==> src/rtl/ifetch_queue.sv <==
// ifetch_queue: owns the fetch PC, drives a 1-cycle-latency instruction memory
// and buffers fetched words in a QDEPTH-entry first-word-fall-through queue.
module ifetch_queue #(
   parameter int              XLEN     = 32,
   parameter int              ADDR_W   = 14,
   parameter int              QDEPTH   = 4,
   parameter logic [XLEN-1:0] RESET_PC = 32'h0000_0000
) (
   input  logic                      clk,
   input  logic                      rst,
   input  logic                      prog_mode,
   input  logic                      redirect_valid,
   input  logic [XLEN-1:0]           redirect_pc,
   output logic                      imem_en,
   output logic [ADDR_W-1:0]         imem_addr,
   input  logic [XLEN-1:0]           imem_rdata,
   output logic                      out_valid,
   input  logic                      out_ready,
   output logic [XLEN-1:0]           out_instr,
   output logic [XLEN-1:0]           out_pc,
   output logic [XLEN-1:0]           out_pc_plus4,
   output logic [$clog2(QDEPTH):0]   q_count,
   output logic                      fetch_err
);
   localparam int PW = $clog2(QDEPTH);
   localparam int CW = PW + 1;
   localparam logic [CW-1:0] QD = CW'(QDEPTH);

   logic [XLEN-1:0] fpc, req_pc;
   logic            infl;
   logic [PW-1:0]   rd_ptr, wr_ptr;
   logic [CW-1:0]   count;
   logic [XLEN-1:0] q_instr [QDEPTH];
   logic [XLEN-1:0] q_pc    [QDEPTH];
   logic            flush, push, pop;

   assign flush = prog_mode | redirect_valid;
   // credit check counts the in-flight read so a response always has a free slot
   assign imem_en = rst & !flush & (count + CW'(infl) < QD);
   assign imem_addr = fpc[ADDR_W+1:2];
   assign push = infl & !flush;
   assign out_valid = count != '0;
   assign pop = out_valid & out_ready & !flush;
   assign out_instr = q_instr[rd_ptr];
   assign out_pc = q_pc[rd_ptr];
   assign out_pc_plus4 = out_pc + XLEN'(4);
   assign q_count = count;

   always_ff @(posedge clk or negedge rst) begin
      if (!rst) begin
         fpc       <= RESET_PC;
         req_pc    <= '0;
         infl      <= 1'b0;
         rd_ptr    <= '0;
         wr_ptr    <= '0;
         count     <= '0;
         fetch_err <= 1'b0;
      end else begin
         infl      <= imem_en;
         if (imem_en) req_pc <= fpc;
         fpc       <= prog_mode ? RESET_PC :
                      redirect_valid ? {redirect_pc[XLEN-1:2], 2'b00} :
                      imem_en ? fpc + XLEN'(4) : fpc;
         fetch_err <= fetch_err | (!prog_mode & redirect_valid & |redirect_pc[1:0]);
         if (flush) begin
            rd_ptr <= wr_ptr;
            count  <= '0;
         end else begin
            if (push) wr_ptr <= wr_ptr + 1'b1;
            if (pop) rd_ptr <= rd_ptr + 1'b1;
            count <= count + CW'(push) - CW'(pop);
         end
      end
   end

   always_ff @(posedge clk) begin
      if (push) begin
         q_instr[wr_ptr] <= imem_rdata;
         q_pc[wr_ptr]    <= req_pc;
      end
   end

   assert property (@(posedge clk) disable iff (!rst) !(push && count == QD));
endmodule

==> config.mk <==
export PLATFORM = sky130hd
export DESIGN_NAME = ifetch_queue
export DESIGN_NICKNAME = d
export VERILOG_FILES = /design/src/rtl/ifetch_queue.sv
export SDC_FILE = /design/constraint.sdc
export NUM_CORES = 1
export LEC_CHECK = 0
export ABC_AREA = 1
export BUFFER_PORTS_ARGS = -buffer_cell sky130_fd_sc_hd__buf_2
export CORE_MARGIN = 2
export CORE_UTILIZATION = 45
export DETAILED_ROUTE_END_ITERATION = 16
export PLACE_DENSITY_LB_ADDON = 0.05
export RECOVER_POWER = 25
export SYNTH_ARGS = -nofsm -noshare
export SYNTH_HDL_FRONTEND = slang
export SYNTH_SLANG_ARGS = --single-unit
==> constraint.sdc <==
create_clock -name clk -period 5.3 [get_ports clk]
set_input_delay 1.06 -clock clk [delete_from_list [all_inputs] [get_ports clk]]
set_output_delay 1.06 -clock clk [all_outputs]
set_load 0.02 [all_outputs]
Word level (Yosys, flattened, before mapping). Memory sizes are Yosys's and may differ from the RTL's. Index checks and enable logic that the tools add are counted.

Add/subtract/negate cells: 7. $lt $le $gt $ge: 1. Multiplexer cells: 8. Bitwise gates (word level): 10. Reduce and logical (&&, ||, !) cells: 7.

Operators with widths (count): two-way mux 32 bit (3); adder 32 x 3 -> 32 bit, second input constant (2); AND 1 bit (7); adder 3 x 1 -> 3 bit (2); nonzero test 3 bit (2); adder 2 x 1 -> 2 bit, second input constant (2); two-way mux 2 bit (2); less-than comparator 3 bit, second input constant (1); two-way mux 3 bit (1); subtractor 3 x 1 -> 3 bit (1); logical NOT 1 bit (2); two-way mux 1 bit (2); OR 1 bit (2); AND reduction 2 bit (1); nonzero test 2 bit (1); OR reduction 2 bit (1); inverter 1 bit (1).

Flip-flop bits (word level): 73. Bits in writable memories: 256. Input port bits: 69. Output and inout port bits: 116. Word-level logic and storage cells: 42. Memories kept: 2.

Memories: q_instr (words 4, width 32, read ports 1, clocked after Yosys merged registers in 0, wr ports 1, RTL line 33) `logic [XLEN-1:0] q_instr [QDEPTH];`; q_pc (words 4, width 32, read ports 1, clocked after Yosys merged registers in 0, wr ports 1, RTL line 34) `logic [XLEN-1:0] q_pc [QDEPTH];`.

Longest topological paths before layout. Gate-level depths: netlist (run 1).

Word-level depth: 7. Depth in mapped cells: 13. Depth with buffers taken out: 12.

Least setup slack after synthesis (run 1). Ideal clock, no wire load.

Kind: in2reg. Start: input redirect_valid. End: memory q_instr[0][0] (enable). Library setup time: 482 ps. Arrival: 4424 ps. Required time: 4818 ps. Slack: 393 ps. Stages: 6. Buffers on the path: 1. Cells stage by stage: inv_1 nand2_1 inv_1 clkbuf_1 nand2_1 nor2_1.

Cells in the longest elaborated chain, start to end: 5.

RTL lines: start, declared (RTL line 12) `input logic redirect_valid,`; OR 1 bit (RTL line 37) `assign flush = prog_mode | redirect_valid;`; logical NOT 1 bit (RTL line 41) `assign push = infl & !flush;`; AND 1 bit (RTL line 41); two-way mux 1 bit (RTL line 77) `if (push) begin`; two-way mux 1 bit (not written as such) (RTL line 78) `q_instr[wr_ptr] <= imem_rdata;`; end, declared (RTL line 33).

No other way between the ends.

Final worst setup path (run 1).
Start: register rd_ptr[0]. End: output out_pc_plus4[31].

Cells in the longest elaborated chain, start to end: 2.

RTL lines: start, declared (RTL line 31) `logic [PW-1:0] rd_ptr, wr_ptr;`; start signal, assigned (RTL line 66) `rd_ptr <= wr_ptr;`; start signal, assigned (RTL line 70) `if (pop) rd_ptr <= rd_ptr + 1'b1;`; memory (4 x 32 bit); adder 32 x 3 -> 32 bit (RTL line 46) `assign out_pc_plus4 = out_pc + XLEN'(4);`; end, declared (RTL line 21) `output logic [XLEN-1:0] out_pc_plus4,`.

No other way between the ends.

==> results.md, run 1 <==
- Synth cell count leaders: nand2_1, edfxtp_1, nor2_1, o21ai_0, nand3_1
- Max_cap viols: 0
- Antenna fix cells: 0
- Hold path startpoint: fetch_err
- Buf/Inv on CP: 3
- Internal: just under 5 mW
- Port bufs: 180
- Synth Instances: ~1500
- CTS tree: built
- Via count: ~11000
- Chip Height: approximately 180 um
- Main synth FF type: edfxtp_1
- Switching portion of total power: 0.386
- Hold path depth: 1
- Max FO, Critical Path: between 40 and 50
- Register share of total power: 0.371
- TritonRoute pass-1 iters: 5
- Total Routing Usage GR: 0.210
- Layout Cells excl Fill: between 2000 and 2500
- Cell with the most instances after synthesis: nand2_1
- Fill cell count: around 2900
- Hold_buf cts: 0
- Critical R2R Launch: q_count[1]
- Largest net degree at the start of global routing: 97
- PwrDens: between 400 and 500 nW/um^2
- Post-synth EDFFs: between 200 and 250
- Final core utilization: 0.529
- Post-synthesis register bit count: around 320
- Final hold viol count: 0
- Post-CTS setup buffer count: 0
- CP Launch Type: flop
- GPL Wtd Cong: ~0.93
- Distinct cells, synth: 36
- DIE WIDTH: around 180 um
- Fin worst setup slack: 0.743 ns
- Initial cell density of the core: 0.459
- Pre-CTS WS: between 1 and 1.5 ns
- Sequential share of the synthesized area: 0.630
- Crit path max-delay family: buffers and inverters
- R2r endpoint: fpc[29]
- Min Tclk post-route: about 4.6 ns
- Worst-margin pin slew: 1.14 ns
- Core ar.: roughly 32000 um^2
- Fin crit share: 0.860
- Worst vdd ir: ~0.21 mV
- Worst endpoint data arrival time: between 3 and 4 ns
- CTS Buf Count: 35
- Lkg Pwr: 7.01 nW
- Clk slew on worst S/H paths: about 0.060 ns
- Cells after DPL: just over 2000
- Post-route antenna net violation count: 0
- Routed WL per cell: approximately 17 um
- Ranking of synthesized cells by area: edfxtp_1, nand2_1, dfrtp_1
- Multi-input logic area: roughly 4600 um^2
- Critical Path Max Stage Delay: 0.65 ns
- Vias in the first global route: 10152
- Hold Crit Class: reg -> reg
- # rows: 65
- Most common cell on crit path: nand2_1
- Slew Viols, Final: 0
- Netlist Area Pre-Place: 14600 um^2
- Clock Root Buffer: clkbuf_16
- Global route overflow: 0
- Routed vias/inst: 5.21
- R2R cell count: 7
- Worst hold margin: between 0.4 and 0.5 ns
- Detail Placement HPWL: around 23000 um
- Hold Path Sink: fetch_err
- First-pass GRT wire length: 55500 um
- Clock Skew: between 0.015 and 0.02 ns
- Ports: 185
- Final TNS setup: 0 ns
- Final setup fails: 0
- Design Area, Final: ~17000 um^2
- Cells along the critical path: clkinv_2 -> buf_4 -> nand2_1 -> nand3_1 -> nand2_1 -> nand2_1 -> nor2_1 -> nand2_1 -> nor2_1 -> nand2_1 -> nand2_1 -> nand2_1 -> buf_2
- RSZ-0062 raised after global routing: no
- Avg Cell Area, Syn: between 9 and 10 um^2
- Ys async rst share: 0.218
- Clk pwr share: 0.282
- Layout cells sized above 1: 0.147
- Reg2reg setup slack: between 2 and 3 ns
- Worst Setup End Kind: primary output
- Post-layout net count: roughly 1800
- Placed cell areas: around 16000 um^2
- Area leader, netlist: edfxtp_1
- Initial antenna violation count: 0
- Initial drt markers: between 700 and 800
- Critical Path RT: about 4.2 ns
- DRC Markers: 0
- Sink Count: ~320
- DIE AREA: 33800 um^2
- Clk Latency, worst-skew pair: between 0.5 and 0.6 ns
- Area grow syn2layout: 15.2%
- Post-CTS Resized: 0
- Comb power frac: 0.347
- Max_slew headroom: 0.238
- Status: complete, no violations
- Total power: 7.95 mW
- Clock Tree Buf Depth: 3
- CP max stage cell: dfrtp_4
- Register area: between 9000 and 10000 um^2
- Final wirelength: between 30000 and 40000 um
- Fmax achieved: roughly 220 MHz
- Switching power: 3.07 mW
- Yosys warning total: 0
- Yosys top cell area share: 0.512
- H-tree Lvls: 2
- Setup CP Type: reg -> out
==> metal layers <==
metal,global-route usage,share of wire
met1,0.306,0.47
met3,0.0329,0.061
met5,0,0
met4,0.0483,0.015
met2,0.333,0.45
==> worst max-delay path by stage <==
stage,start,end,slack [ns],cells after the start
detailed placement,rd_ptr[0],out_pc_plus4[31],1.23,13
CTS,rd_ptr[0],out_pc_plus4[31],0.68,13
global route,rd_ptr[0],out_pc_plus4[27],0.38,13
global placement,rd_ptr[0],out_pc_plus4[30],1.27,13
finish,rd_ptr[0],out_pc_plus4[31],0.74,13
floorplan,redirect_valid,q_instr[0][0],0.39,6
==> cell usage in the layout, fill, tap and decap left out, drive strengths merged, types with 2 or more instances in the layout <==
cell type  synthesis  final
xor2              16     16
a21oi             40     40
edfxtp           248    248
nand2            484    484
nor2             182    182
and2               2      2
clkinv             0     12
nand3            102    102
o21ai            116    116
nand4             12     12
a31oi              2      2
clkbuf            40     65
buf               42    180
o22ai             32     32
inv               99    102
dfrtp             69     69
nor3               8      8
conb               1      4
ha                 8      8
a22oi              9      9
o211ai             3      3
nand3b             2      2
==> logic make-up after synthesis <==
family | share of synthesized area
and+or+nand+nor | 0.221
DFF | 0.630
AOI/OAI and AO/OA | 0.0761
buffers and inverters | 0.0544
xor gates and xnor gates | 0.0102
adders and majority gates | 0.00825
other | 0.000258
==> power groups by stage <==
stage | Sequential (mW) | Combinational, mW | Clock [mW]
detailed placement | 3.00 | 2.79 | 0
floorplan | 2.92 | 1.96 | 0
CTS | 2.95 | 2.79 | 2.29
finish | 2.95 | 2.76 | 2.24
global route | 2.97 | 3.06 | 2.41
global placement | 2.99 | 2.76 | 0
==> area by class of cell <==
| type | instances | area share |
|---|---|---|
| clock inverters | 17 | 0.00739 |
| multi-input cells | 1028 | 0.277 |
| well taps | 402 | 0.0300 |
| inverters | 99 | 0.0222 |
| repair buffers | 199 | 0.0608 |
| clock buffers | 46 | 0.0553 |
| flip-flops and latches | 317 | 0.547 |
==> state kept, by name (all words and copies together), names as in the netlist <==
name,count
q_pc,120
rd_ptr,2
q_count,3
req_pc,30
wr_ptr,2
fpc,30
fetch_err,1
q_instr,128
infl,1
Note: power is estimated with default switching activity, not from simulation.
==> run 2: changes to the inputs <==
--- a/config.mk
+++ b/config.mk
@@ -12,6 +12,8 @@
 export DETAILED_ROUTE_END_ITERATION = 16
 export PLACE_DENSITY_LB_ADDON = 0.05
 export RECOVER_POWER = 25
+export REMOVE_ABC_BUFFERS = 1
+export SKIP_LAST_GASP = 1
 export SYNTH_ARGS = -nofsm -noshare
 export SYNTH_HDL_FRONTEND = slang
 export SYNTH_SLANG_ARGS = --single-unit
==> results.md, run 2 (synthesized netlist as in run 1, its figures left out) <==
- DIE WIDTH: 184 um (unchanged)
- Fin crit share: 0.876 (was 0.860)
- PwrDens: 484 nW/um^2 (was 474 nW/um^2)
- Initial drt markers: 686 (was 729)
- Sink Count: 317 (unchanged)
- # rows: 65 (unchanged)
- Hold_buf cts: 0 (unchanged)
- Area grow syn2layout: 15.7% (was 15.2%)
- Cells along the critical path: buf_4 -> nand2_1 -> nand2_1 -> nand2_1 -> nand2_1 -> nand2_1 -> nor2_1 -> nand2_1 -> nor2_4 -> xor2_1 -> buf_2 (was clkinv_2 -> buf_4 -> nand2_1 -> nand3_1 -> nand2_1 -> nand2_1 -> nor2_1 -> nand2_1 -> nor2_1 -> nand2_1 -> nand2_1 -> nand2_1 -> buf_2)
- Lkg Pwr: 7.04 nW (was 7.01 nW)
- Clk Latency, worst-skew pair: 0.51 ns (about the same)
- Worst-margin pin slew: 1.00 ns (was 1.14 ns)
- Initial cell density of the core: 0.459 (unchanged)
- Max_cap viols: 0 (unchanged)
- Switching power: 3.13 mW (was 3.07 mW)
- Clk pwr share: 0.288 (was 0.282)
- Clk slew on worst S/H paths: 0.06 ns (about the same)
- Comb power frac: 0.346 (was 0.347)
- Most frequent cells in the layout: nand2_1, edfxtp_1, nor2_1 (unchanged)
- CP max stage cell: dfrtp_4 (unchanged)
- GPL Wtd Cong: 0.912 (was 0.933)
- Total power: 8.14 mW (was 7.95 mW)
- Max FO, Critical Path: 53 (was 44)
- Status: complete, no violations (unchanged)
- Post-layout net count: 1758 (unchanged)
- Critical Path Max Stage Delay: 0.80 ns (was 0.65 ns)
- DRC Markers: 0 (unchanged)
- Slew Viols, Final: 0 (unchanged)
- H-tree Lvls: 2 (unchanged)
- Reg with most FFs: q_instr (unchanged)
- Setup CP Type: reg -> out (unchanged)
- Multi-input logic area: 4640 um^2 (unchanged)
- Worst endpoint data arrival time: 3.58 ns (was 3.50 ns)
- Final wirelength: 36500 um (was 35400 um)
- Clock Tree Buf Depth: 3 (unchanged)
- Hold path depth: 1 (unchanged)
- Crit path max-delay family: simple AND/OR/NAND/NOR gates (was buffers and inverters)
- Final setup fails: 0 (unchanged)
- Worst hold margin: 0.474 ns (about the same)
- Register area: 9180 um^2 (unchanged)
- Ports: 185 (unchanged)
- Final hold viol count: 0 (unchanged)
- Worst Setup End Kind: primary output (unchanged)
- Buf/Inv on CP: 2 (was 3)
- Global route overflow: 0 (unchanged)
- Switching portion of total power: 0.384 (was 0.386)
- Clock Root Buffer: clkbuf_16 (unchanged)
- Clock Skew: 0.0104 ns (was 0.0177 ns)
- Detail Placement HPWL: 24400 um (was 23000 um)
- Routed WL per cell: 17.3 um (was 16.8 um)
- Most common cell on crit path: nand2_1 (unchanged)
- Largest net degree at the start of global routing: 78 (was 97)
- CTS Buf Count: 35 (unchanged)
- Fmax achieved: 215 MHz (was 219 MHz)
- WP depth: 11 (was 13)
- CP Launch Type: flop (unchanged)
- Layout cells sized above 1: 0.145 (was 0.147)
- Antenna fix cells: 0 (unchanged)
- Max_slew headroom: 0.333 (was 0.238)
- Post-CTS Resized: 0 (unchanged)
- Max FFs per register: 128 (unchanged)
- R2R cell count: 9 (was 7)
- Chip Height: 184 um (unchanged)
- Cells after DPL: 2045 (unchanged)
- Worst vdd ir: 0.197 mV (was 0.211 mV)
- Post-CTS setup buffer count: 0 (unchanged)
- Hold Crit Class: reg -> reg (unchanged)
- Vias in the first global route: 10314 (was 10152)
- Routed vias/inst: 5.18 (was 5.21)
- Core ar.: 31700 um^2 (unchanged)
- Register share of total power: 0.366 (was 0.371)
- Total Routing Usage GR: 0.218 (was 0.210)
- Layout Cells excl Fill: 2108 (unchanged)
- Port bufs: 180 (unchanged)
- RSZ-0062 raised after global routing: no (unchanged)
- DIE AREA: 33800 um^2 (unchanged)
- First-pass GRT wire length: 57000 um (was 55500 um)
- Via count: 10909 (was 10974)
- Initial antenna violation count: 0 (unchanged)
- Biggest regs: q_instr x128, q_pc x120 (unchanged)
- CTS tree: built (unchanged)
- Critical Path RT: 4.24 ns (about the same)
- Post-route antenna net violation count: 0 (unchanged)
- Fill cell count: 2943 (was 2881)
- TritonRoute pass-1 iters: 5 (unchanged)
- Commonest non-fill, non-tap cell in the layout: nand2_1 (unchanged)
- Internal: 5.01 mW (was 4.88 mW)
- Min Tclk post-route: 4.64 ns (was 4.56 ns)
[run 2: cell types whose count changed in the layout (fill, tap and decap cells not counted), sizes merged]
cell / delta
clkinv: +1
clkinvlp: -1
bufinv: +2
clkbuf: +3
inv: -4
buf: -1
[run 2: worst reg2reg max path, cell delays in order (launching register included)]
cell and delay (ns):
dfrtp_1 0.47, nand4_1 0.16, nand3_2 0.09, buf_4 0.42, nand2_1 0.11, buf_4 0.24
inv_1 0.73, nor2_1 0.11, o21ai_0 0.19, inv_1 0.05
[run 2: final timing paths]
kind,start,end,slack [ns]
worst max-delay path,rd_ptr[0],out_pc_plus4[15],0.66
worst min-delay path,fetch_err,fetch_err,0.47
worst max register to register,q_count[1],fpc[19],2.63
worst min register to register,fetch_err,fetch_err,0.47
max in group asynchronous,rst,rd_ptr[0],3.70
min in group asynchronous,rst,fpc[31],0.67
[run 2: metrics by stage]
step	setup TNS (ns)	worst slack [ns]	instance area, um^2	util
floorplan	-12.47	-0.671	14100	-
global placement	0	1.17	15800	0.497
detailed placement	0	1.18	15800	0.497
CTS	0	0.614	16900	0.532
global route	0	0.445	16800	0.531
finish	0	0.659	16800	0.531
[run 2: final cells by class]
class	count	share of cell area
clock inverter	15	0.00877
timing repair buffer	199	0.0612
tap	402	0.0299
multi-input combinational	1028	0.276
sequential	317	0.545
inverter	99	0.0221
clock buffer	48	0.0574
[run 2: power by group through the flow]
stage / Sequential [mW] / Clock (mW) / Combinational, mW
finish: 2.98 / 2.35 / 2.82
global route: 3.00 / 2.52 / 3.11
CTS: 2.98 / 2.41 / 2.85
detailed placement: 3.03 / 0 / 2.85
global placement: 3.03 / 0 / 2.83
floorplan: 3.04 / 0 / 1.74
[run 2: metal layers]
layer | track usage | wire (um) | vias up | part of all wire
met4 | 0.0672 | 967 | 0 | 0.026
met3 | 0.0376 | 2200 | 63 | 0.060
met5 | 0 | 0 | - | 0
met2 | 0.359 | 17200 | 322 | 0.47
li1 | - | - | 5418 | -
met1 | 0.297 | 16100 | 5106 | 0.44
